File: config.mk
export PLATFORM = sky130hd
export DESIGN_NAME = fft2_init_ctrl
export DESIGN_NICKNAME = d
export VERILOG_FILES = /design/src/rtl/fft2_init_ctrl.sv
export SDC_FILE = /design/constraint.sdc
export NUM_CORES = 1
export LEC_CHECK = 0
export ABC_AREA = 1
export BUFFER_PORTS_ARGS = -buffer_cell sky130_fd_sc_hd__buf_2
export CELL_PAD_IN_SITES_DETAIL_PLACEMENT = 0
export CELL_PAD_IN_SITES_GLOBAL_PLACEMENT = 2
export CORE_ASPECT_RATIO = 0.9
export CORE_MARGIN = 1
export CORE_UTILIZATION = 33
export DETAILED_ROUTE_END_ITERATION = 10
export HOLD_SLACK_MARGIN = 0.1
export PLACE_DENSITY = 0.9
export REMOVE_ABC_BUFFERS = 1
export SETUP_SLACK_MARGIN = 0.2
export SLEW_MARGIN = 5
export SYNTH_ARGS = -nofsm -noshare
export SYNTH_HDL_FRONTEND = slang
export SYNTH_SLANG_ARGS = --single-unit
File: constraint.sdc
create_clock -name clk -period 2.9 [get_ports clk]
set_input_delay 0.87 -clock clk [delete_from_list [all_inputs] [get_ports clk]]
set_output_delay 0.87 -clock clk [all_outputs]
set_load 0.05 [all_outputs]
File: src/rtl/fft2_init_ctrl.sv
// 2D FFT job controller: validates and latches a job, then drives the 1D line
// engine through a row pass and/or a column pass, one line at a time.
module fft2_init_ctrl #(
    parameter int  FFT_SIZE = 16,
    parameter int  NUM_CH   = 1,
    localparam int LOG2_MAX = $clog2(FFT_SIZE),
    localparam int LW       = $clog2(LOG2_MAX + 1),
    localparam int DW       = LOG2_MAX + 1,
    localparam int CW       = (NUM_CH > 1) ? $clog2(NUM_CH) : 1
) (
    input  logic          clk,
    input  logic          rst,
    input  logic          start,
    output logic          ready,
    input  logic [LW-1:0] log2w,
    input  logic [LW-1:0] log2h,
    input  logic          inverse,
    input  logic [CW-1:0] ch,
    input  logic [1:0]    mode,
    input  logic          abort,
    output logic [DW-1:0] width,
    output logic [DW-1:0] height,
    output logic          line_start,
    output logic          line_dir,
    output logic [DW-2:0] line_idx,
    output logic [LW-1:0] line_log2,
    output logic          line_inv,
    output logic [CW-1:0] line_ch,
    input  logic          line_done,
    output logic          done,
    output logic          err
);

    localparam logic [LW-1:0] LOG2_MAX_L = LW'(LOG2_MAX);
    localparam logic [CW:0]   NUM_CH_L   = (CW + 1)'(NUM_CH);

    localparam logic [1:0] MODE_ROWS_COLS = 2'b00;
    localparam logic [1:0] MODE_COLS_ONLY = 2'b10;
    localparam logic [1:0] MODE_ILLEGAL   = 2'b11;

    typedef enum logic [2:0] {
        IDLE,
        ROW_ISSUE,
        ROW_WAIT,
        COL_ISSUE,
        COL_WAIT,
        FIN
    } state_t;

    state_t        state_q, state_d;
    logic          ready_q, ready_d;
    logic [DW-1:0] width_q, width_d;
    logic [DW-1:0] height_q, height_d;
    logic          line_start_q, line_start_d;
    logic          line_dir_q, line_dir_d;
    logic [DW-2:0] line_idx_q, line_idx_d;
    logic [LW-1:0] line_log2_q, line_log2_d;
    logic          line_inv_q, line_inv_d;
    logic [CW-1:0] line_ch_q, line_ch_d;
    logic          done_q, done_d;
    logic          err_q, err_d;
    logic [LW-1:0] log2w_q, log2w_d;
    logic [LW-1:0] log2h_q, log2h_d;
    logic [1:0]    mode_q, mode_d;

    logic job_ok;
    logic row_last;
    logic col_last;

    always_comb begin
        job_ok = (log2w != '0) && (log2w <= LOG2_MAX_L) &&
                 (log2h != '0) && (log2h <= LOG2_MAX_L) &&
                 (mode != MODE_ILLEGAL) && ({1'b0, ch} < NUM_CH_L);
        row_last = ({1'b0, line_idx_q} == (height_q - DW'(1)));
        col_last = ({1'b0, line_idx_q} == (width_q - DW'(1)));
    end

    always_comb begin
        state_d      = state_q;
        ready_d      = ready_q;
        width_d      = width_q;
        height_d     = height_q;
        line_start_d = 1'b0;
        line_dir_d   = line_dir_q;
        line_idx_d   = line_idx_q;
        line_log2_d  = line_log2_q;
        line_inv_d   = line_inv_q;
        line_ch_d    = line_ch_q;
        done_d       = 1'b0;
        err_d        = 1'b0;
        log2w_d      = log2w_q;
        log2h_d      = log2h_q;
        mode_d       = mode_q;

        case (state_q)
            IDLE: begin
                ready_d = 1'b1;
                if (start && ready_q) begin
                    if (!job_ok) begin
                        err_d = 1'b1;
                    end else begin
                        ready_d    = 1'b0;
                        width_d    = DW'(1) << log2w;
                        height_d   = DW'(1) << log2h;
                        log2w_d    = log2w;
                        log2h_d    = log2h;
                        mode_d     = mode;
                        line_inv_d = inverse;
                        line_ch_d  = ch;
                        line_idx_d = '0;
                        line_start_d = 1'b1;
                        if (mode == MODE_COLS_ONLY) begin
                            state_d     = COL_ISSUE;
                            line_dir_d  = 1'b1;
                            line_log2_d = log2h;
                        end else begin
                            state_d     = ROW_ISSUE;
                            line_dir_d  = 1'b0;
                            line_log2_d = log2w;
                        end
                    end
                end
            end
            // The issue cycle never looks at line_done, so a reply that
            // coincides with line_start is dropped.
            ROW_ISSUE: state_d = ROW_WAIT;
            ROW_WAIT: begin
                if (line_done) begin
                    if (row_last) begin
                        line_idx_d = '0;
                        if (mode_q == MODE_ROWS_COLS) begin
                            state_d      = COL_ISSUE;
                            line_start_d = 1'b1;
                            line_dir_d   = 1'b1;
                            line_log2_d  = log2h_q;
                        end else begin
                            state_d = FIN;
                            done_d  = 1'b1;
                        end
                    end else begin
                        line_idx_d   = line_idx_q + 1'b1;
                        state_d      = ROW_ISSUE;
                        line_start_d = 1'b1;
                        line_dir_d   = 1'b0;
                        line_log2_d  = log2w_q;
                    end
                end
            end
            COL_ISSUE: state_d = COL_WAIT;
            COL_WAIT: begin
                if (line_done) begin
                    if (col_last) begin
                        line_idx_d = '0;
                        state_d    = FIN;
                        done_d     = 1'b1;
                    end else begin
                        line_idx_d   = line_idx_q + 1'b1;
                        state_d      = COL_ISSUE;
                        line_start_d = 1'b1;
                        line_dir_d   = 1'b1;
                        line_log2_d  = log2h_q;
                    end
                end
            end
            FIN: begin
                state_d = IDLE;
                ready_d = 1'b1;
            end
            default: begin
                state_d = IDLE;
                ready_d = 1'b1;
            end
        endcase

        // Abort overrides whatever the pass logic decided this cycle.
        if (abort && (state_q != IDLE)) begin
            state_d      = IDLE;
            ready_d      = 1'b1;
            err_d        = 1'b1;
            done_d       = 1'b0;
            line_start_d = 1'b0;
            line_idx_d   = '0;
        end
    end

    always_ff @(posedge clk or negedge rst) begin
        if (!rst) begin
            state_q      <= IDLE;
            ready_q      <= 1'b0;
            width_q      <= '0;
            height_q     <= '0;
            line_start_q <= 1'b0;
            line_dir_q   <= 1'b0;
            line_idx_q   <= '0;
            line_log2_q  <= '0;
            line_inv_q   <= 1'b0;
            line_ch_q    <= '0;
            done_q       <= 1'b0;
            err_q        <= 1'b0;
            log2w_q      <= '0;
            log2h_q      <= '0;
            mode_q       <= '0;
        end else begin
            state_q      <= state_d;
            ready_q      <= ready_d;
            width_q      <= width_d;
            height_q     <= height_d;
            line_start_q <= line_start_d;
            line_dir_q   <= line_dir_d;
            line_idx_q   <= line_idx_d;
            line_log2_q  <= line_log2_d;
            line_inv_q   <= line_inv_d;
            line_ch_q    <= line_ch_d;
            done_q       <= done_d;
            err_q        <= err_d;
            log2w_q      <= log2w_d;
            log2h_q      <= log2h_d;
            mode_q       <= mode_d;
        end
    end

    assign ready      = ready_q;
    assign width      = width_q;
    assign height     = height_q;
    assign line_start = line_start_q;
    assign line_dir   = line_dir_q;
    assign line_idx   = line_idx_q;
    assign line_log2  = line_log2_q;
    assign line_inv   = line_inv_q;
    assign line_ch    = line_ch_q;
    assign done       = done_q;
    assign err        = err_q;

endmodule

# Yosys cells after proc, flatten, opt, wreduce, memory -nomap -nowiden
# Cells that the tools add are included.
[word_totals]
mem_count = 0
elab_cells = 120
latchBits = 0
ramBits = 0
romBits = 0
input_bits = 15
ff_bits = 35
output_inout_bits = 24
[op_classes]
add_sub_neg = 3
div_mod_pow = 0
mul = 0
n_eq_ne = 19
bitwise_logic = 0
muxes = 59
shift = 2
reduce_logical = 19
n_lt_le_gt_ge = 3
[ops]
columns = ["op", "n"]
rows = [
  ["two-way mux 3 bit", 16],
  ["two-way mux 1 bit", 28],
  ["two-way mux 4 bit", 7],
  ["inequality test 3 bit (second input constant)", 5],
  ["case mux 3 bit (5 select lines)", 1],
  ["inequality test 2 bit (second input constant)", 6],
  ["case mux 4 bit (3 select lines)", 1],
  ["nonzero test 3 bit", 4],
  ["== test 4 x 5 -> 1 bit", 2],
  ["left shift 1 x 3 -> 5 bit (first input constant)", 2],
  ["subtractor 5 x 1 -> 5 bit (second input constant)", 2],
  ["case mux 3 bit (3 select lines)", 1],
  ["logical AND 1 bit", 7],
  ["AND reduction 7 bit", 1],
  ["== test 3 x 2 -> 1 bit (second input constant)", 2],
  ["less-or-equal comparator 3 bit (second input constant)", 2],
  ["case mux 1 bit (3 select lines)", 2],
  ["AND reduction 5 bit", 1],
  ["adder 4 x 1 -> 4 bit (second input constant)", 1],
  ["case mux 1 bit (2 select lines)", 2],
  ["AND reduction 4 bit", 1],
  ["nonzero test 4 bit", 1],
  ["OR reduction 4 bit", 1],
  ["== test 3 x 1 -> 1 bit (second input constant)", 1],
  ["8 further kinds", 8],
]

# Longest topological paths before layout
[logic_depth]
ltp_word = 10
depth_mapped = 15
mapped_depth_nobuf = 15

# Worst setup path before layout
# Ideal clock, no wire load.
[synth_path]
kind = "input-to-reg"
startpoint = "input port log2w[0]"
endpoint = "register height_q[2] (netlist: height[2])"
arrival_time_ns = 1.987
setup_slack_ns = 0.793
path_buffers = 1
cell_stages = 11
setup_ns = 0.120
required_ns = 2.780
cell_sequence = "nor2_1 ha_1 nand3b_1 nor2_1 o21ai_1 inv_1 nand2_2 inv_1 buf_2 o21ai_0 inv_1"
[synth_between]
elab_chain_len = 7
elab_cells_between_ends = 8
classes_between = "order compare: 1; reduce/logical: 7"
[synth_rtl]
columns = ["item", "line_no", "source"]
rows = [
  ["start: declaration", "15", "input logic [LW-1:0] log2w,"],
  ["less-or-equal comparator 3 bit or nonzero test 3 bit (tied branches)", "71", "job_ok = (log2w != '0) && (log2w <= LOG2_MAX_L) &&"],
  ["logical AND 1 bit (*) (2 in a row)", "71", ""],
  ["logical AND 1 bit (*) (2 in a row)", "72", "(log2h != '0) && (log2h <= LOG2_MAX_L) &&"],
  ["logical AND 1 bit (*)", "73", "(mode != MODE_ILLEGAL) && ({1'b0, ch} < NUM_CH_L);"],
  ["AND reduction 3 bit (no line) (*)", "-", ""],
  ["end signal: assignment", "207", "height_q <= height_d;"],
  ["end: declaration", "53", "logic [DW-1:0] height_q, height_d;"],
]
# Mark *: on every way between the ends. The rest lies on a longest branch, timed or not.
# A chain may end at the register's enable or synchronous reset.

# Worst setup path in the final report
[layout_path]
startpoint = "input port log2w[1]"
endpoint = "register width_q[1] (netlist: width[1])"
[layout_between]
elab_chain_len = 7
elab_cells_between_ends = 9
classes_between = "order compare: 1; shift: 1; reduce/logical: 7"
[layout_rtl]
columns = ["item", "line_no", "source"]
rows = [
  ["less-or-equal comparator 3 bit or nonzero test 3 bit (tied branches)", "71", ""],
  ["logical AND 1 bit (2 in a row)", "71", ""],
  ["logical AND 1 bit (2 in a row)", "72", ""],
  ["logical AND 1 bit", "73", ""],
  ["AND reduction 3 bit (no line)", "-", ""],
  ["end signal: assignment", "206", "width_q <= width_d;"],
  ["end: declaration", "52", "logic [DW-1:0] width_q, width_d;"],
]
# Several ways; a longest one is shown, not always the timed one.

==> results by group <==
Status
  • Status: completed

Power and ir drop
  • PwrDens: 1100 nW/um^2
  • Logic pwr share: about 57%
  • Sw Pwr: 1470 uW
  • Clock network fraction of total power: about an eighth
  • Leak: between 0.001 and 0.0015 uW
  • Sw Ratio: a little over half
  • Pint: 1300 uW
  • Sequential Power Share: approximately 30%
  • Total power: about 2800 uW
  • Max VDD drop: ~0.43 mV

Synthesis
  • Post-synth top area share: about two fifths
  • Ys Warns: 0
  • Yosys top cell by area: dfrtp_1
  • Seq/Total Area, Yosys: 41.0%
  • Post-synthesis cell count: about 310
  • Count of different cell masters after synthesis: 27
  • Avg Inst Size Synth: slightly below 7 um^2
  • Seq cells post-synth: 35
  • Async S/R FF share, synth: 100%
  • Post-synth EDFFs: 0
  • Post-Syn Area: around 2100 um^2
  • Synth Flop Type: dfrtp_1
  • Top post-synthesis cells by area: dfrtp_1, nand2_1, inv_1, nand3_1, nor2_1

Clock tree
  • H-tree depth: 2
  • Worst-skew pair later-pin latency: ~290 ps
  • Cts bufs inserted: 5
  • CTS max path bufs: 2
  • Clock transition at path regs: roughly 70 ps
  • CTS tree: done
  • Post-CTS Hold Fix Bufs: 0
  • Clock sink count: 35
  • Post-CTS setup buffer count: 0
  • Gates resized, CTS repair: 0
  • Root Buffer: clkbuf_8

Finish
  • Final core occ: roughly two fifths
  • Antenna Diode Count: 0
  • Share of layout cells above drive strength 1: 17.2%
  • Nets: ~370
  • # fillers: between 600 and 700
  • Syn-to-layout area delta: 17.8%
  • Final instance area: 2510 um^2

Detailed routing
  • Per-cell routed wire length: approximately 13 um
  • Routed WL: roughly 5500 um
  • Remaining DRCs: 0
  • Total number of vias: 2024
  • DRT iter0 DRCs: 112
  • First-pass DRT Iterations: 5
  • Post-route ant nets: 0
  • DR vias/cell: around 4.6

Hold path
  • Hold Path Class: reg2reg

GRT
  • GR Util All Layers: a little under a fifth
  • Initial antenna violation count: 0
  • Vias in the first global route: between 1500 and 2000
  • Pin count of the biggest net entering global routing: 36
  • GRT Residual Overflow: 0
  • First-pass GRT wire length: between 9000 and 10000 um

Floorplanning
  • # rows: 27
  • Ports: 39
  • Core ar.: 6180 um^2
  • Die area: between 6000 and 7000 um^2
  • Die width: between 80 and 90 um
  • Initial core utilization: approximately 35%
  • Die Ht: around 78 um

Timing
  • Skew final: ~7.4 ps
  • Setup TNS Final: 0 ps
  • RSZ-0062 raised after global routing: no
  • Max Slew Vio Count: 0
  • Final Critical Period: 2330 ps
  • Fmax: roughly 430 MHz
  • Setup-failing EPs final: 0
  • Final Hold Vio Count: 0
  • Tcrit/Tclk final: between 80% and 90%
  • Worst-Margin Slew: 776 ps
  • Max-Slew Margin vs Limit: roughly half

Setup path
  • Setup CP Type: in2reg
  • Worst-path maximum fanout: 20
  • CP Launch Type: input pin
  • Crit path required time: around 3000 ps
  • Data arrival time of the worst path: about 2500 ps
  • CP Capture Type: flip-flop

Job
  • Max Cap Violations: 0

Placement
  • DP HPWL: roughly 4300 um
  • Placed inst area: 2430 um^2
  • IO buf count: 38
  • Gpl congestion: 0.787
[worst max-delay path: stages]
cell and delay, ps:
buf_2 120, nor2_1 60, ha_1 270, nand3b_1 100, nor2_1 110, o21ai_1 110
inv_1 80, nand2_2 50, inv_1 410, o21ai_0 160, o21ai_0 100, inv_1 50
[layer usage]
layer	global-route usage [%]	up-vias	wire, um	part of all wire, %
met4	4.50	0	59	1.1
met5	0	-	0	0
met1	26.7	917	2850	52
li1	-	1054	-	-
met3	3.15	6	229	4.2
met2	27.6	47	2380	43
[Yosys cell counts (2+ instances only)]
master	count
buf_2	3
nand2_1	111
ha_1	5
a21oi_1	6
nand3_2	2
o22ai_1	4
o21ai_0	15
inv_2	3
o21ai_1	3
nand2_2	5
xor2_1	4
nor2_1	31
nor3_1	4
inv_1	40
nand3b_1	2
nand3_1	28
dfrtp_1	35
[cell families after synthesis]
group | share of synthesized area (%)
DFF | 41.0
adders and majority gates | 2.93
buffers and inverters | 8.67
xor gates and xnor gates | 2.05
and+or+nand+nor | 37.8
AOI/OAI and AO/OA | 7.50
[path summary, 6_finish.rpt]
check,start,end,slack (ps),depth (start not counted)
worst max-delay path,log2w[1],width[1],570,12
worst min-delay path,line_log2[0],line_log2[0],480,2
worst max register to register,height[0],line_log2[2],810,12
worst min register to register,line_log2[0],line_log2[0],480,2
max in group asynchronous,rst,width[0],1740,1
min in group asynchronous,rst,err,650,1
[flip-flops by register name, indices dropped and copies added, names as in the netlist]
register	flops
line_dir	1
line_log2	3
log2w_q	3
log2h_q	3
err	1
width	5
state_q	3
done	1
line_start	1
ready	1
line_idx	4
line_inv	1
height	5
mode_q	2
line_ch	1
[layout by cell type (no fill, tap or decap), types with 2 or more instances in the layout]
master	count
o21ai_1	3
nor2_1	31
ha_1	5
nand3_2	2
nand2_1	111
nand3b_1	2
dfrtp_1	35
nand3_1	28
xor2_1	4
inv_2	3
buf_2	38
nor3_1	4
inv_1	40
o22ai_1	4
nand2_2	5
a21oi_1	6
o21ai_0	15
clkbuf_8	6
clkinv_2	2
[power groups by stage]
stage / clock, uW / sequential [uW] / combinational, uW
detailed placement: 0 / 841 / 1590
global placement: 0 / 841 / 1590
finish: 365 / 830 / 1580
global route: 401 / 861 / 1770
floorplan: 0 / 1240 / 803
CTS: 379 / 835 / 1590
[through the flow]
| stage | std cells | setup WS [ps] | hold WS (ps) |
|---|---|---|---|
| 2_1_floorplan | 308 | 589 | 450 |
| 3_3_place_gp | 434 | 325 | 458 |
| 3_5_place_dp | 434 | 253 | 464 |
| 4_1_cts | 441 | 575 | 484 |
| 5_1_grt | 441 | 346 | 519 |
| 6_report | 441 | 566 | 478 |
[cell type report]
class,instances,area [um^2],area share [%]
tap,87,109,4.33
multi-input combinational,228,1070,42.7
clock inverter,1,5.00,0.199
clock buffer,6,82.6,3.29
inverter,45,170,6.77
sequential,35,876,34.8
timing repair buffer,39,198,7.86
Note: power is estimated with default switching activity, not from simulation.
